## src/rtl/opm_write_queue_if.sv

```systemverilog
// Host-side write strobes and core-side dispatch signals of the jt51 write queue.
// The slave modport is the queue itself; the master modport is the host/core side.
interface opm_write_queue_if #(
  parameter int NCHIP = 2,
  parameter int DW    = 8,
  parameter int DEPTH = 16
);
  localparam int LW = $clog2(DEPTH) + 1;

  logic [NCHIP-1:0] cs_n;
  logic             wr_n;
  logic             a0;
  logic [DW-1:0]    din;
  logic             cen;
  logic [NCHIP-1:0] core_busy;
  logic             clr_ovf;
  logic [NCHIP-1:0] core_wr;
  logic             core_a0;
  logic [DW-1:0]    core_din;
  logic [NCHIP-1:0] busy;
  logic [LW-1:0]    level;
  logic             ovf;

  modport slave (
    input  cs_n, wr_n, a0, din, cen, core_busy, clr_ovf,
    output core_wr, core_a0, core_din, busy, level, ovf
  );
  modport master (
    output cs_n, wr_n, a0, din, cen, core_busy, clr_ovf,
    input  core_wr, core_a0, core_din, busy, level, ovf
  );
endinterface

```

## src/rtl/opm_write_queue.sv

```systemverilog
// Synchronises async host writes, queues them in a shared FIFO and paces
// delivery to each jt51 core with separate address/data gaps.
module opm_write_queue #(
  parameter int NCHIP       = 2,
  parameter int DW          = 8,
  parameter int DEPTH       = 16,
  parameter int SYNC_STAGES = 2,
  parameter int GAP_ADDR    = 2,
  parameter int GAP_DATA    = 68
) (
  input logic             clk,
  input logic             rst,
  opm_write_queue_if.slave bus
);
  localparam int CW   = (NCHIP > 1) ? $clog2(NCHIP) : 1;
  localparam int AW   = $clog2(DEPTH);
  localparam int LW   = AW + 1;
  localparam int PW   = $clog2(DEPTH + 2);
  localparam int GMAX = (GAP_DATA > GAP_ADDR) ? GAP_DATA : GAP_ADDR;
  localparam int GW   = $clog2(GMAX + 1) + 1;

  localparam logic [1:0] IDLE  = 2'd0;
  localparam logic [1:0] ISSUE = 2'd1;
  localparam logic [1:0] GAP   = 2'd2;

  typedef struct packed {
    logic [CW-1:0] chip;
    logic          a0;
    logic [DW-1:0] d;
  } entry_t;

  logic [NCHIP-1:0][SYNC_STAGES-1:0] sync;
  logic [NCHIP-1:0]                  last_q, rise, st0;
  logic [DW:0]                       hold;

  genvar c;
  generate
    for (c = 0; c < NCHIP; c++) begin : g_sync
      always_ff @(posedge clk or posedge rst)
        if (rst) begin
          sync[c]   <= '1;
          last_q[c] <= 1'b1;
        end else begin
          sync[c]   <= {sync[c][SYNC_STAGES-2:0], bus.wr_n | bus.cs_n[c]};
          last_q[c] <= sync[c][SYNC_STAGES-1];
        end
      assign st0[c]  = sync[c][0];
      assign rise[c] = sync[c][SYNC_STAGES-1] & ~last_q[c];
    end
  endgenerate

  // a0/din are only guaranteed while the strobe is low, so keep the last sample
  always_ff @(posedge clk or posedge rst)
    if (rst)        hold <= '0;
    else if (~&st0) hold <= {bus.a0, bus.din};

  logic [CW-1:0] push_c;
  logic          push_req, multi;
  always_comb begin
    push_c = '0;
    for (int i = NCHIP - 1; i >= 0; i--)
      if (rise[i]) push_c = CW'(i);
    push_req = |rise;
    multi    = (rise & (rise - NCHIP'(1))) != '0;
  end

  entry_t        mem [DEPTH];
  entry_t        head;
  logic [LW-1:0] wp, rp, lvl;
  logic          empty, full, pop, push_ok;
  logic [1:0]    state;
  logic [CW-1:0] cur;
  logic [GW-1:0] gcnt;
  logic          done;

  assign lvl     = wp - rp;
  assign empty   = (wp == rp);
  assign full    = (lvl == LW'(DEPTH));
  assign head    = mem[rp[AW-1:0]];
  assign pop     = (state == IDLE) && !empty && !bus.core_busy[head.chip];
  assign push_ok = push_req && (!full || pop);
  assign done    = (state == GAP) && (gcnt == '0);
  assign bus.level = lvl;

  always_ff @(posedge clk)
    if (push_ok) mem[wp[AW-1:0]] <= '{chip: push_c, a0: hold[DW], d: hold[DW-1:0]};

  always_ff @(posedge clk or posedge rst)
    if (rst) begin
      wp      <= '0;
      rp      <= '0;
      bus.ovf <= 1'b0;
    end else begin
      if (push_ok) wp <= wp + LW'(1);
      if (pop)     rp <= rp + LW'(1);
      // a same-cycle drop wins over the clear
      if (push_req && (multi || (full && !pop))) bus.ovf <= 1'b1;
      else if (bus.clr_ovf)                      bus.ovf <= 1'b0;
    end

  logic [NCHIP-1:0][PW-1:0] pend;
  generate
    for (c = 0; c < NCHIP; c++) begin : g_pend
      logic inc, dec;
      assign inc = push_ok && (push_c == CW'(c));
      assign dec = done && (cur == CW'(c));
      always_ff @(posedge clk or posedge rst)
        if (rst) begin
          pend[c]     <= '0;
          bus.busy[c] <= 1'b0;
        end else begin
          case ({inc, dec})
            2'b10:   pend[c] <= pend[c] + PW'(1);
            2'b01:   pend[c] <= pend[c] - PW'(1);
            default: pend[c] <= pend[c];
          endcase
          bus.busy[c] <= (pend[c] != '0) | bus.core_busy[c];
        end
    end
  endgenerate

  always_ff @(posedge clk or posedge rst)
    if (rst) begin
      state        <= IDLE;
      cur          <= '0;
      gcnt         <= '0;
      bus.core_a0  <= 1'b0;
      bus.core_din <= '0;
    end else begin
      case (state)
        IDLE:
          if (pop) begin
            cur          <= head.chip;
            bus.core_a0  <= head.a0;
            bus.core_din <= head.d;
            gcnt         <= head.a0 ? GW'(GAP_DATA) : GW'(GAP_ADDR);
            state        <= ISSUE;
          end
        ISSUE:
          if (bus.cen) state <= GAP;
        GAP:
          if (gcnt == '0)   state <= IDLE;
          else if (bus.cen) gcnt  <= gcnt - GW'(1);
        default: state <= IDLE;
      endcase
    end

  // combinational from state so an async reset drops the strobe at once
  always_comb begin
    bus.core_wr = '0;
    if (state == ISSUE) bus.core_wr[cur] = 1'b1;
  end
endmodule
```

## src/flat_wrapper.sv

```systemverilog
// flat-port wrapper written by rule: the top's interface ports become plain ports
module opm_write_queue_flat 
#(
  parameter int NCHIP       = 2,
  parameter int DW          = 8,
  parameter int DEPTH       = 16,
  parameter int SYNC_STAGES = 2,
  parameter int GAP_ADDR    = 2,
  parameter int GAP_DATA    = 68
)
  (clk, rst, bus_cs_n, bus_wr_n, bus_a0, bus_din, bus_cen, bus_core_busy, bus_clr_ovf, bus_core_wr, bus_core_a0, bus_core_din, bus_busy, bus_level, bus_ovf);
  opm_write_queue_if #(.NCHIP(NCHIP), .DW(DW), .DEPTH(DEPTH)) bus_i ();
  input logic clk;
  input logic rst;
  input wire logic [$bits(bus_i.cs_n)-1:0] bus_cs_n;
  input wire logic [$bits(bus_i.wr_n)-1:0] bus_wr_n;
  input wire logic [$bits(bus_i.a0)-1:0] bus_a0;
  input wire logic [$bits(bus_i.din)-1:0] bus_din;
  input wire logic [$bits(bus_i.cen)-1:0] bus_cen;
  input wire logic [$bits(bus_i.core_busy)-1:0] bus_core_busy;
  input wire logic [$bits(bus_i.clr_ovf)-1:0] bus_clr_ovf;
  output wire logic [$bits(bus_i.core_wr)-1:0] bus_core_wr;
  output wire logic [$bits(bus_i.core_a0)-1:0] bus_core_a0;
  output wire logic [$bits(bus_i.core_din)-1:0] bus_core_din;
  output wire logic [$bits(bus_i.busy)-1:0] bus_busy;
  output wire logic [$bits(bus_i.level)-1:0] bus_level;
  output wire logic [$bits(bus_i.ovf)-1:0] bus_ovf;
  assign bus_i.cs_n = bus_cs_n;
  assign bus_i.wr_n = bus_wr_n;
  assign bus_i.a0 = bus_a0;
  assign bus_i.din = bus_din;
  assign bus_i.cen = bus_cen;
  assign bus_i.core_busy = bus_core_busy;
  assign bus_i.clr_ovf = bus_clr_ovf;
  assign bus_core_wr = bus_i.core_wr;
  assign bus_core_a0 = bus_i.core_a0;
  assign bus_core_din = bus_i.core_din;
  assign bus_busy = bus_i.busy;
  assign bus_level = bus_i.level;
  assign bus_ovf = bus_i.ovf;
  opm_write_queue #(.NCHIP(NCHIP), .DW(DW), .DEPTH(DEPTH), .SYNC_STAGES(SYNC_STAGES), .GAP_ADDR(GAP_ADDR), .GAP_DATA(GAP_DATA)) u_core (.clk(clk), .rst(rst), .bus(bus_i));
endmodule
```

## config.mk

```make
export PLATFORM = sky130hd
export DESIGN_NAME = opm_write_queue_flat
export DESIGN_NICKNAME = d
export VERILOG_FILES = /design/src/rtl/opm_write_queue_if.sv /design/src/rtl/opm_write_queue.sv /design/src/flat_wrapper.sv
export SDC_FILE = /design/constraint.sdc
export NUM_CORES = 1
export LEC_CHECK = 0
export CAP_MARGIN = 25
export CORE_ASPECT_RATIO = 2
export CORE_UTILIZATION = 65
export CTS_CLUSTER_DIAMETER = 200
export CTS_CLUSTER_SIZE = 40
export DETAILED_ROUTE_END_ITERATION = 16
export PLACE_DENSITY_LB_ADDON = 0.2
export SLEW_MARGIN = 20
export SYNTH_ARGS = -nofsm -noshare
export SYNTH_HDL_FRONTEND = slang
export SYNTH_SLANG_ARGS = --single-unit
```

## constraint.sdc

```tcl
create_clock -name clk -period 13.2 [get_ports clk]
set_input_delay 3.96 -clock clk [delete_from_list [all_inputs] [get_ports clk]]
set_output_delay 3.96 -clock clk [all_outputs]
set_load 0.05 [all_outputs]
```

# [After elaboration in Yosys (flattened, before gate mapping)]
# Memories as Yosys holds them, arrays and structs flattened.
# Index checks and enable logic that the tools add are counted.
[op_classes] n_addsub=9 order_cmp=3 eq_ne=13 n_mux=22 bitwise=11 n_reduce_logical=31
[op_table] op="two-way mux 8 bit" n=3
[op_table] op="adder 5 x 1 -> 5 bit (second input constant)" n=4
[op_table] op="case mux 5 bit (2 select lines)" n=2
[op_table] op="case mux 8 bit (2 select lines)" n=1
[op_table] op="logical AND 1 bit" n=11
[op_table] op="nonzero test 2 bit" n=5
[op_table] op="nonzero test 5 bit" n=2
[op_table] op="subtractor 5 x 1 -> 5 bit (second input constant)" n=2
[op_table] op="two-way mux 1 bit" n=9
[op_table] op="logical NOT 8 bit" n=1
[op_table] op="two-way mux 2 bit" n=4
[op_table] op="!= test 2 bit (second input constant)" n=4
[op_table] op="subtractor 8 x 1 -> 8 bit (second input constant)" n=1
[op_table] op="two-way mux 7 bit" n=1
[op_table] op="== test 2 x 1 -> 1 bit (second input constant)" n=3
[op_table] op="== test 2 bit (second input constant)" n=3
[op_table] op="case mux 2 bit (3 select lines)" n=1
[op_table] op="== test 5 bit" n=1
[op_table] op="== test 5 bit (second input constant)" n=1
[op_table] op="subtractor 5 bit" n=1
[op_table] op="logical NOT 1 bit" n=4
[op_table] op="less-than comparator 1 x 2 -> 1 bit (second input constant)" n=2
[op_table] op="NOT 1 bit" n=4
[op_table] op="OR 1 bit" n=4
[op_table] op="12 further kinds" n=15
[word_totals] register_bits=58 ramBits=160 n_memories=1
[memory_table] name="u_core.mem" words=16 word_bits=10 rd=1 rd_clocked_by_memory_dff=0 write_ports=1 line_no="opm_write_queue.sv:67" rtl="entry_t mem [DEPTH];"

# [Depth between registers and ports, before layout]
# An unclocked memory read counts as a cell.
[depth] word_depth=10 ltp_mapped=20 ltp_nobuf=18

# [Least setup slack after synthesis]
# OpenSTA, ideal clock, no wires.
[synth_path] path_type="input to register" start="input bus_core_busy[0]" end="register u_core.pend[9] (netlist name)" setup_time_ps=125 arrival_time_ps=6232 required_ps=13075 path_slack_ps=6843 path_stages=15 path_cell_list="mux2i_4 > nand2_4 > buf_2 > nand2_1 > nand2_1 > ha_1 > clkbuf_1 > xor2_1 > ha_1 > o21a_1 > o22a_1 > a21oi_1 > xor2_1 > nor2_1 > xor2_1"
[synth_via] elab_chain_cells=9 elab_cells_between_ends=11 cone_classes="eq/ne (2); mux (3); reduce/logical (6)"
[synth_lines] item="start: declaration" line_no="flat_wrapper.sv:20" rtl="input wire logic [$bits(bus_i.core_busy)-1:0] bus_core_busy;"
[synth_lines] item="two-way mux 1 bit (implied by the code) (*) (2 in a row)" line_no="opm_write_queue.sv:80" rtl="assign pop = (state == IDLE) && !empty && !bus.core_busy[head.chip];"
[synth_lines] item="logical NOT 1 bit (*)" line_no="opm_write_queue.sv:80"
[synth_lines] item="logical AND 1 bit (*)" line_no="opm_write_queue.sv:80"
[synth_lines] item="logical OR 1 bit (*)" line_no="opm_write_queue.sv:81" rtl="assign push_ok = push_req && (!full || pop);"
[synth_lines] item="logical AND 1 bit (*)" line_no="opm_write_queue.sv:81"
[synth_lines] item="logical AND 1 bit (*)" line_no="opm_write_queue.sv:105" rtl="assign inc = push_ok && (push_c == CW'(c));"
[synth_lines] item="== test 2 x 1 -> 1 bit / == test 2 bit (equally long branches)" line_no="opm_write_queue.sv:112" rtl="case ({inc, dec})"
[synth_lines] item="case mux 5 bit (2 select lines) / nonzero test 2 bit (equally long branches)"
[synth_lines] item="end signal: indexed assignment" line_no="opm_write_queue.sv:113" rtl="2'b10: pend[c] <= pend[c] + PW'(1);"
[synth_lines] item="end signal: indexed assignment" line_no="opm_write_queue.sv:114" rtl="2'b01: pend[c] <= pend[c] - PW'(1);"
[synth_lines] item="end signal: indexed assignment" line_no="opm_write_queue.sv:115" rtl="default: pend[c] <= pend[c];"
[synth_lines] item="end: declaration" line_no="opm_write_queue.sv:101" rtl="logic [NCHIP-1:0][PW-1:0] pend;"
# Mark *: on every way between the ends. The rest lies on a longest branch, timed or not. The select of a mux whose other input is x is not followed.
# A chain may end at the register's enable or synchronous reset.

# [Worst setup path in the final report]
[layout_path] start="register u_core.rp[1]" end="output bus_level[3]"
[layout_via] elab_chain_cells=1
[layout_lines] item="start: declaration" line_no="opm_write_queue.sv:69" rtl="logic [LW-1:0] wp, rp, lvl;"
[layout_lines] item="start signal: assignment" line_no="opm_write_queue.sv:95" rtl="if (pop) rp <= rp + LW'(1);"
[layout_lines] item="subtractor 5 bit" line_no="opm_write_queue.sv:76" rtl="assign lvl = wp - rp;"
[layout_lines] item="end: declaration" line_no="flat_wrapper.sv:26" rtl="output wire logic [$bits(bus_i.level)-1:0] bus_level;"
# No other way between the ends.

==> impl_results.md <==
- Status: finished clean
- Vias per cell: 6.32
- Achievable clock frequency: 0.135 GHz
- HP Class: flop to flop
- Clock buffer depth: 3
- Post-route DRC: 0
- Clk_skew: 28.5 ps
- # setup viols final: 0
- Clock Sink Count: 218
- DR iter-0 viols: 347
- Post-Synthesis Net Count: 541
- Worst-Margin Slew: 890 ps
- Post-CTS setup buffer count: 0
- Avg WL per Cell: 24.6 µm
- Most frequent cell after synthesis: edfxtp_1
- Design Power: 2.20 mW
- Vias in the first global route: 4895
- Period minus WS final: 7420 ps
- Mapped cell area: 9100 µm²
- Overall Global Routing Usage: 26.3%
- Maximum VDD drop: 0.168 mV
- Slew margin rel.: 40.6%
- HPWL reported at the end of detailed placement: 11.5 mm
- Worst EP required: 9240 ps
- Max incr delay on CP: 820 ps
- Initial antenna violation count: 0
- Filler Cell Count: 838
- Area contributors post-synth: edfxtp_1 (53%), dfrtp_1 (14%), mux4_2 (12%), ha_1 (2.3%), dfstp_2 (1.7%)
- Post-route ant nets: 0
- Die area: 14500 µm²
- Gpl congestion: 0.878
- CP max stage cell: clkdlybuf4s50_1
- Mapped Cells: 505
- Die width: 85.7 µm
- IO buf count: 36
- TritonRoute pass-1 iters: 5
- Vias: 4596
- CP arrival: 3460 ps
- GRT overflow: 0
- Top layer in use: met4
- Synth top area share: 52.8%
- Final worst path period share: 56.2%
- WP buf/inv: 3
- Crit-path max FO: 32
- RSZ-0062 raised after global routing: no
- Dominant synthesized flop cell: edfxtp_1
- Diode count: 0
- Synth area leader: edfxtp_1
- Yosys warning count: 0
- H-Tree Depth: 1
- PD cells: 222 nW/µm²
- Fin. Hold Viols: 0
- Cts-stage hold buffer count: 0
- CP Cell Sequence: buf_4, inv_2, ha_1, nor2b_1, o21a_1, nor2_1, xnor2_1, clkdlybuf4s50_1
- # rows: 60
- Layout cells sized above 1: 17.7%
- Post-Syn Area per Cell: 18.0 µm²
- CP Launch Type: flop
- Clock transition at path regs: 140 ps
- Initial Util: 67.0%
- Flop and latch count out of synthesis: 218
- Max Slew Vio Count: 0
- Post-synth EDFFs: 160
- Post-cts sizing count: 0
- CTS tree: done
- P_leak: 3.48 nW
- DRT met1 WL: 6.44 mm
- Largest net degree at the start of global routing: 59
- First-pass GRT wire length: 27.4 mm
- Setup CP Type: flop to primary output
- Clock Latency Late Sink: 470 ps
- Final #Nets: 575
- Vert. Die Dim: 169 µm
- Clk root buf: clkbuf_16
- Ports: 37
- Library cells used by synthesis: 52
- Register area share after synthesis: 68.8%
- Async SR Flop Fraction: 26.6%
- Area Growth Syn to Fin: 9.01%
- Routed WL: 17.9 mm
- Setup crit end kind: primary output
- CP delay by family, top: buffers and inverters
- Core Box Area: 13600 µm²
- Met2 WL: 9.77 mm
- Maxcap violations: 0
- Clock buffer count from CTS: 9
- Post-synth top cells: edfxtp_1 (160), dfrtp_1 (52), mux4_2 (49)
- Met3 Routed Length: 691 µm
- Setup TNS Final: 0 ps
[cell families (layout without fill, tap and decap cells)]
logic type / count (synthesis) / after routing / synth area share, %
adders and majority gates: 18 / 18 / 2.56
xor gates and xnor gates: 28 / 28 / 2.70
AOI/OAI and AO/OA: 40 / 40 / 3.14
and+or+nand+nor: 87 / 87 / 5.34
DFF: 218 / 218 / 68.8
buffers and inverters: 36 / 72 / 1.65
muxes: 78 / 78 / 15.8
[flip-flops by register name (all words and copies together), names as in the netlist, 5 cells and up]
signal / flops
u_core.mem: 160
u_core.pend: 10
u_core.hold: 9
u_core.bus.core_din: 8
u_core.gcnt: 8
u_core.rp: 5
u_core.wp: 5
[where the power goes]
part	leakage, nW	total [mW]	internal (mW)	switching [mW]
registers	2.13	0.960	0.856	0.104
logic	1.22	0.916	0.399	0.517
clock network	0.126	0.327	0.132	0.194
[routing by layer]
metal,GRT usage (%),up-vias
met1,31.8,2371
met5,0,-
met4,13.6,0
met3,2.04,62
met2,47.1,146
li1,-,2017
[worst reg2reg max path, cell delays in order (launching register included)]
cell,delay (ps)
dfrtp_1,620
buf_4,500
inv_2,130
ha_1,330
nor2b_1,140
o21a_1,200
or4b_1,500
a211oi_2,790
nand2_1,170
nand2_1,120
ha_1,330
xor2_1,120
ha_1,230
o21a_1,190
o22a_1,200
a21oi_1,190
xor2_1,160
nor2_1,60
xor2_1,140
[worst paths after layout]
path	startpoint	to	slack, ps	depth (start not counted)
worst max-delay path	u_core.rp[1]	bus_level[3]	5780	8
worst min-delay path	u_core.sync[3]	u_core.last_q[1]	370	0
worst max register to register	u_core.rp[1]	u_core.pend[9]	7970	18
worst min register to register	u_core.sync[3]	u_core.last_q[1]	370	0
max in group asynchronous	rst	u_core.rp[0]	8610	3
min in group asynchronous	rst	u_core.wp[4]	4030	3
[layout make-up]
class / instances / area, µm² / area share, %
sequential: 218 / 6260 / 63.2
multi-input combinational: 251 / 2680 / 27.1
timing repair buffer: 42 / 405 / 4.09
clock buffer: 12 / 236 / 2.38
tap: 186 / 233 / 2.35
inverter: 17 / 63.8 / 0.643
clock inverter: 1 / 30.0 / 0.303
[layout by cell type, fill, tap and decap left out, types with 3 or more instances in the layout]
cell type / netlist / layout
a211oi_2: 3 / 3
a21oi_1: 12 / 12
and2_1: 4 / 4
and3_1: 13 / 13
buf_4: 0 / 6
clkbuf_1: 10 / 3
clkbuf_16: 0 / 9
clkdlybuf4s50_1: 0 / 36
dfrtp_1: 52 / 51
dfstp_2: 6 / 6
edfxtp_1: 160 / 160
ha_1: 17 / 17
inv_1: 14 / 13
inv_2: 3 / 4
mux2_1: 12 / 12
mux2_2: 11 / 11
mux2i_1: 5 / 5
mux4_2: 49 / 49
nand2_1: 14 / 14
nand2b_1: 7 / 7
nor2_1: 16 / 16
nor2b_1: 9 / 9
nor3_1: 7 / 7
nor4_1: 5 / 5
o21ai_0: 3 / 3
o22ai_1: 4 / 4
xnor2_1: 12 / 12
xor2_1: 16 / 16
[through the flow]
stage	instances	hold slack, ps	utilization, %	area [µm²]	worst slack (ps)
after floorplan	505	351	-	9100	6840
after global placement	714	353	71.0	9650	6240
after detailed placement	714	357	71.0	9650	6140
after CTS	727	374	73.0	9920	5790
after global routing	727	376	73.0	9920	5620
final	727	373	73.0	9920	5780
(Power assumes the default switching activity.)
